$ cat src/rtl/spi_pattern_responder.sv
// spi_pattern_responder: claims SPI transactions opened by CMD_BYTE and
// answers each data byte with a pattern chosen by the configuration byte
// (loopback, invert, counter, delayed loopback).
// Optional build macro: SPI_PATTERN_STATS_EN (per-transaction byte counter
// whose low byte becomes the configuration-byte response).
module spi_pattern_responder #(
    parameter logic [7:0] CMD_BYTE  = 8'hf1,
    parameter int         DEPTH     = 4,
    parameter logic [7:0] ID_BYTE   = 8'ha5,
    parameter logic [7:0] FILL_BYTE = 8'h00
) (
    input  logic       clk,
    input  logic       rst_n,
    input  logic [7:0] pw_wdata,
    input  logic       pw_wcmd,
    input  logic       pw_wstb,
    input  logic       pw_end,
    output logic       pw_req,
    input  logic       pw_gnt,
    output logic [7:0] pw_rdata,
    output logic       pw_rstb
);

    typedef enum logic [1:0] {IDLE, CFG, RUN} state_t;

    state_t     state, state_next;
    logic [1:0] mode;
    logic [2:0] dly;
    logic [7:0] cnt;
    logic [2:0] prime;
    logic [7:0] dl [DEPTH];
    logic [7:0] tap;
    logic [7:0] resp;
    logic [7:0] cfg_resp;

    // pw_end overrides any strobe in the same cycle, so it masks every event.
    logic data_stb, cmd_hit, cmd_miss, accept, run_byte, cfg_byte;
    assign data_stb = pw_wstb & ~pw_wcmd & ~pw_end;
    assign cmd_hit  = pw_wstb & pw_wcmd & ~pw_end & (pw_wdata == CMD_BYTE);
    assign cmd_miss = pw_wstb & pw_wcmd & ~pw_end & (pw_wdata != CMD_BYTE);
    assign accept   = data_stb & (state != IDLE);
    assign run_byte = data_stb & (state == RUN);
    assign cfg_byte = data_stb & (state == CFG);

    // Delay field is clamped to the physical delay-line depth.
    function automatic logic [2:0] clamp_delay(input logic [2:0] field);
        return (field > 3'(DEPTH)) ? 3'(DEPTH) : field;
    endfunction

    // State register.
    always_ff @(posedge clk or negedge rst_n) begin
        if (!rst_n) state <= IDLE;
        else        state <= state_next;
    end

    // Next-state decode; pw_end always returns to IDLE.
    always_comb begin
        state_next = state;
        if (pw_end) begin
            state_next = IDLE;
        end else begin
            case (state)
                IDLE: if (cmd_hit) state_next = CFG;
                CFG, RUN: begin
                    if (cmd_hit)       state_next = CFG;
                    else if (cmd_miss) state_next = IDLE;
                    else if (data_stb) state_next = RUN;
                end
                default: state_next = IDLE;
            endcase
        end
    end

    // Request flop mirrors (state != IDLE) without combinational decode.
    always_ff @(posedge clk or negedge rst_n) begin
        if (!rst_n) pw_req <= 1'b0;
        else        pw_req <= (state_next != IDLE);
    end

    // Mode and delay are captured from the configuration byte.
    always_ff @(posedge clk or negedge rst_n) begin
        if (!rst_n) begin
            mode <= 2'd0;
            dly  <= 3'd0;
        end else if (cfg_byte) begin
            mode <= pw_wdata[1:0];
            dly  <= clamp_delay(pw_wdata[4:2]);
        end
    end

    // Byte counter, priming count and delay line; cleared at CFG entry.
    always_ff @(posedge clk or negedge rst_n) begin
        if (!rst_n) begin
            cnt   <= 8'h00;
            prime <= 3'd0;
            for (int i = 0; i < DEPTH; i++) dl[i] <= 8'h00;
        end else if (cmd_hit) begin
            cnt   <= 8'h00;
            prime <= 3'd0;
            for (int i = 0; i < DEPTH; i++) dl[i] <= 8'h00;
        end else if (run_byte) begin
            cnt <= cnt + 8'h01;
            if (prime != 3'(DEPTH)) prime <= prime + 3'd1;
            dl[0] <= pw_wdata;
            for (int i = 1; i < DEPTH; i++) dl[i] <= dl[i-1];
        end
    end

    // Delay-line tap: dl[0] holds byte k-1, so byte k-D sits in dl[D-1].
    always_comb begin
        tap = FILL_BYTE;
        for (int i = 0; i < DEPTH; i++) begin
            if (dly == 3'(i + 1)) tap = dl[i];
        end
    end

    // Response selection for the byte currently on pw_wdata.
    always_comb begin
        resp = pw_wdata;
        if (state == CFG) begin
            resp = cfg_resp;
        end else begin
            case (mode)
                2'd0: resp = pw_wdata;
                2'd1: resp = ~pw_wdata;
                2'd2: resp = cnt;
                default: begin
                    if (dly == 3'd0)       resp = pw_wdata;
                    else if (prime >= dly) resp = tap;
                    else                   resp = FILL_BYTE;
                end
            endcase
        end
    end

    // Registered response; rdata only changes when a strobe is issued.
    always_ff @(posedge clk or negedge rst_n) begin
        if (!rst_n) begin
            pw_rstb  <= 1'b0;
            pw_rdata <= 8'h00;
        end else begin
            pw_rstb <= accept & pw_gnt;
            if (accept & pw_gnt) pw_rdata <= resp;
        end
    end

`ifdef SPI_PATTERN_STATS_EN
    logic [15:0] byte_cnt;
    logic [15:0] last_count;

    function automatic logic [15:0] sat_inc16(input logic [15:0] v);
        return (v == 16'hffff) ? v : v + 16'h0001;
    endfunction

    // RUN data-byte counter, snapshotted into last_count at transaction end.
    always_ff @(posedge clk or negedge rst_n) begin
        if (!rst_n) begin
            byte_cnt   <= 16'h0000;
            last_count <= 16'h0000;
        end else begin
            if (cmd_hit)       byte_cnt <= 16'h0000;
            else if (run_byte) byte_cnt <= sat_inc16(byte_cnt);
            if (pw_end) last_count <= byte_cnt;
        end
    end

    assign cfg_resp = last_count[7:0];
`else
    assign cfg_resp = ID_BYTE;
`endif

endmodule

$ cat config.mk
export PLATFORM = sky130hd
export DESIGN_NAME = spi_pattern_responder
export DESIGN_NICKNAME = d
export VERILOG_FILES = /design/src/rtl/spi_pattern_responder.sv
export SDC_FILE = /design/constraint.sdc
export NUM_CORES = 1
export LEC_CHECK = 0
export BUFFER_PORTS_ARGS = -buffer_cell sky130_fd_sc_hd__buf_2
export CAP_MARGIN = 10
export CELL_PAD_IN_SITES_DETAIL_PLACEMENT = 1
export CELL_PAD_IN_SITES_GLOBAL_PLACEMENT = 1
export CORE_UTILIZATION = 39
export CTS_CLUSTER_DIAMETER = 120
export DETAILED_ROUTE_END_ITERATION = 8
export GPL_TIMING_DRIVEN = 0
export HOLD_SLACK_MARGIN = 0.02
export PLACE_DENSITY = 0.67
export SETUP_SLACK_MARGIN = 0.5
export SKIP_LAST_GASP = 1
export SLEW_MARGIN = 25
export SYNTH_ARGS = -nofsm -noshare
export SYNTH_HDL_FRONTEND = slang
export SYNTH_SLANG_ARGS = --single-unit
$ cat constraint.sdc
create_clock -name clk -period 3.36 [get_ports clk]
set_input_delay 0.336 -clock clk [delete_from_list [all_inputs] [get_ports clk]]
set_output_delay 0.336 -clock clk [all_outputs]
set_load 0.02 [all_outputs]
==> metrics.md <==
| Metric | Value |
|---|---|
| Crit path time final | `2350 ps` |
| Vias in the first global route | `2798` |
| Clk_lat worst skew | `340 ps` |
| Yosys cell types | `45` |
| CP max FO | `10` |
| DR vias/cell | `5.46` |
| Cell area after synthesis | `3290 um2` |
| Slew Viols, Final | `0` |
| Clock Root Buffer | `clkbuf_8` |
| Critical Path RT | `about 3600 ps` |
| Total power divided by cell area | `423 nW/um2` |
| Die Footprint | `around 8800 um2` |
| Routed vias | `2786` |
| Post-route ant nets | `0` |
| Setup Fix Bufs, Post-CTS | `0` |
| CP Capture Type | `register` |
| Hold Path Class | `in -> reg` |
| CTS clk-pin slew, worst paths | `70 ps` |
| Ant. Diodes | `0` |
| Worst Hold Depth | `3` |
| Setup violations, final | `0` |
| TritonCTS buffer count | `9` |
| Detailed Route Iter0 Violations | `111` |
| Fin. Hold Viols | `0` |
| Slew @ Worst Pin | `between 600 and 700 ps` |
| Reg2Reg Depth | `8` |
| Worst R2R Setup Slack | `1010 ps` |
| Setup CP Type | `reg -> reg` |
| # IOs | `24` |
| DRT Wirelength | `slightly above 9 mm` |
| Placed Instances | `a little under 500` |
| Mean post-synth cell area | `~9 um2` |
| RePlAce Congestion | `0.771` |
| Layout Skew | `between 7 and 8 ps` |
| DR WL/cell | `approximately 18 um` |
| Nets | `424` |
| Pwr Total | `between 0.0015 and 0.002 W` |
| Arr. time, crit path | `around 2600 ps` |
| CTS tree | `yes` |
| Worst flop-to-flop path startpoint | `dly[2]` |
| Syn Inst Count | `365` |
| Buffers on Ports | `22` |
| Status | `completed` |
| CTS H-tree depth | `3` |
| CP Launch Type | `register` |
| CTS sink cnt | `60` |
| Placeable Area | `8180 um2` |
| Hold Path Sink | `dl[31]` |
| Horiz. Die Dim | `93.8 um` |
| First-pass GRT wire length | `15.2 mm` |
| Yosys warnings | `0` |
| Syn Nets | `389` |
| GRT overflow | `0` |
| Max-slew headroom | `0.581` |
| Register bit total from synthesis | `60` |
| R2r endpoint | `pw_rdata[1]` |
| Layout Area Growth over Synthesis | `15.8%` |
| # DRC | `0` |
| Maximum vdd ir drop | `223 uV` |
| FMAX | `0.425 GHz` |
| Final cell count without fillers | `510` |
| All-Layer GR Usage | `0.230` |
| Placement Rows | `33` |
| RSZ-0062 raised after global routing | `false` |
| Share of the yosys chip area belonging to registers | `0.456` |
| Die Ht | `93.8 um` |
| Final period utilization | `0.700` |
| Layout cell share with drive strength beyond 1 | `0.158` |
| Initial antenna violation count | `0` |
| Detailed placer's ending HPWL | `6.65 mm` |
| Setup TNS | `0 ps` |
| Largest net degree at the start of global routing | `50` |
| Initial DRT Pass Iterations | `4` |
| P_leak | `approximately 1.7 nW` |
| Max-Cap Viols | `0` |
| Maximum buffer depth of the clock tree | `2` |
| Hold_sp | `pw_wdata[7]` |
| Initial Utilization | `0.402` |
cell families after synthesis:
group,Yosys count,share of synthesized area
AO/OA/AOI/OAI,87,0.161
buffers and inverters,36,0.0472
adder cells (fa/ha/maj),10,0.0380
XOR/XNOR,8,0.0213
AND/OR/NAND/NOR,141,0.205
flip-flops,60,0.456
multiplexers,23,0.0715
where the power goes:
| group | total [W] | leakage [nW] | switching, W | internal [W] |
|---|---|---|---|---|
| clock network | 0.000775 | 0.122 | 0.000299 | 0.000476 |
| registers | 0.000746 | 0.832 | 0.0000112 | 0.000735 |
| logic | 0.0000922 | 0.706 | 0.0000573 | 0.0000348 |
| total | 0.00161 | 1.66 | 0.000368 | 0.00125 |
Yosys cell counts, drive strengths merged:
cell type	count	area share
nand2	84	0.097
dfrtp	60	0.46
a21oi	43	0.065
mux2i	19	0.058
nor2	16	0.021
inv	15	0.017
buf	14	0.022
ha	10	0.038
o21ai	10	0.015
nand3	8	0.012
clkbuf	7	0.0080
nand2b	7	0.013
nand3b	5	0.011
o211ai	5	0.011
o221ai	5	0.013
xnor2	5	0.013
a211oi	4	0.0091
a221oi	4	0.011
a31oi	4	0.0076
mux2	4	0.014
nand4	4	0.0076
nor2b	4	0.0076
o22ai	4	0.0076
nor3	3	0.0046
xor2	3	0.0080
a221o	2	0.0061
nand4bb	2	0.0068
o21bai	2	0.0046
or2	2	0.0038
a2bb2oi	1	0.0027
and3	1	0.0019
and4b	1	0.0030
and4bb	1	0.0038
nor3b	1	0.0023
nor4b	1	0.0072
o21a	1	0.0023
o31a	1	0.0027
o31ai	1	0.0023
or3	1	0.0019
cells in the final DEF (no fill, tap or decap), drive strengths merged, types with 4 or more instances in the layout:
cell    instances
nand2          84
dfrtp          60
a21oi          43
buf            37
mux2i          19
clkbuf         19
nor2           16
inv            15
ha             10
o21ai          10
nand3           8
nand2b          7
nand3b          5
o211ai          5
o221ai          5
xnor2           5
nand4           4
nor2b           4
mux2            4
a221oi          4
a31oi           4
a211oi          4
o22ai           4
timing repair:
| action | CTS | global route |
|---|---|---|
| gates resized for setup | 0 | 1 |
| hold endpoints to repair | 11 | 0 |
| endpoints found under the setup margin | 0 | 1 |
| hold buffers | 1 | 0 |
per-stage QoR:
| stage | cell area (um2) | utilization | setup WS (ps) | hold WS, ps |
|---|---|---|---|---|
| after global routing | 3810 | 0.466 | 773 | 294 |
| after floorplan | 3290 | - | 1430 | 40.4 |
| final | 3810 | 0.466 | 1010 | 284 |
| after global placement | 3530 | 0.432 | 746 | 512 |
| after CTS | 3810 | 0.466 | 742 | 279 |
| after detailed placement | 3560 | 0.436 | 769 | 197 |
registers in the layout (all words and copies together), names as in the netlist:
signal,cells
cnt,8
dl,32
dly,3
mode,2
prime,3
pw_rdata,8
pw_req,1
pw_rstb,1
state,2
worst max-delay path by stage:
| stage | to | slack (ps) | start | depth (start not counted) |
|---|---|---|---|---|
| finish | pw_rdata[1] | 1010 | dly[2] | 8 |
| global route | pw_rdata[1] | 770 | dly[2] | 8 |
| CTS | pw_rdata[1] | 740 | dly[2] | 8 |
| detailed placement | pw_rdata[1] | 770 | dly[2] | 8 |
| global placement | pw_rdata[1] | 750 | dly[2] | 8 |
| floorplan | pw_rdata[1] | 1430 | dly[2] | 8 |
final cells by class:
| class | count | area [um2] |
|---|---|---|
| inverters | 15 | 56.3 |
| multi-input cells | 269 | 1640 |
| well taps | 105 | 131 |
| clock buffers | 12 | 165 |
| fillers | 981 | 4370 |
| plain buffers | 21 | 98.8 |
| repair buffers | 24 | 150 |
| flip-flops and latches | 60 | 1500 |
| clock inverters | 4 | 70.1 |
worst max-delay path, cell delays in order, from the launching register on:
cell and delay (ps):
dfrtp_1 320, clkbuf_1 320, buf_2 290, inv_1 150
ha_1 320, nand2_1 60, o21ai_2 340, o221ai_1 260
a31oi_1 210
layer usage:
| layer | track usage | part of all wire | vias up |
|---|---|---|---|
| met2 | 0.350 | 0.45 | 59 |
| met4 | 0.0821 | 0.019 | 0 |
| li1 | - | - | 1334 |
| met1 | 0.331 | 0.49 | 1375 |
| met5 | 0 | 0 | - |
| met3 | 0.0316 | 0.036 | 18 |
(Power assumes the default switching activity.)
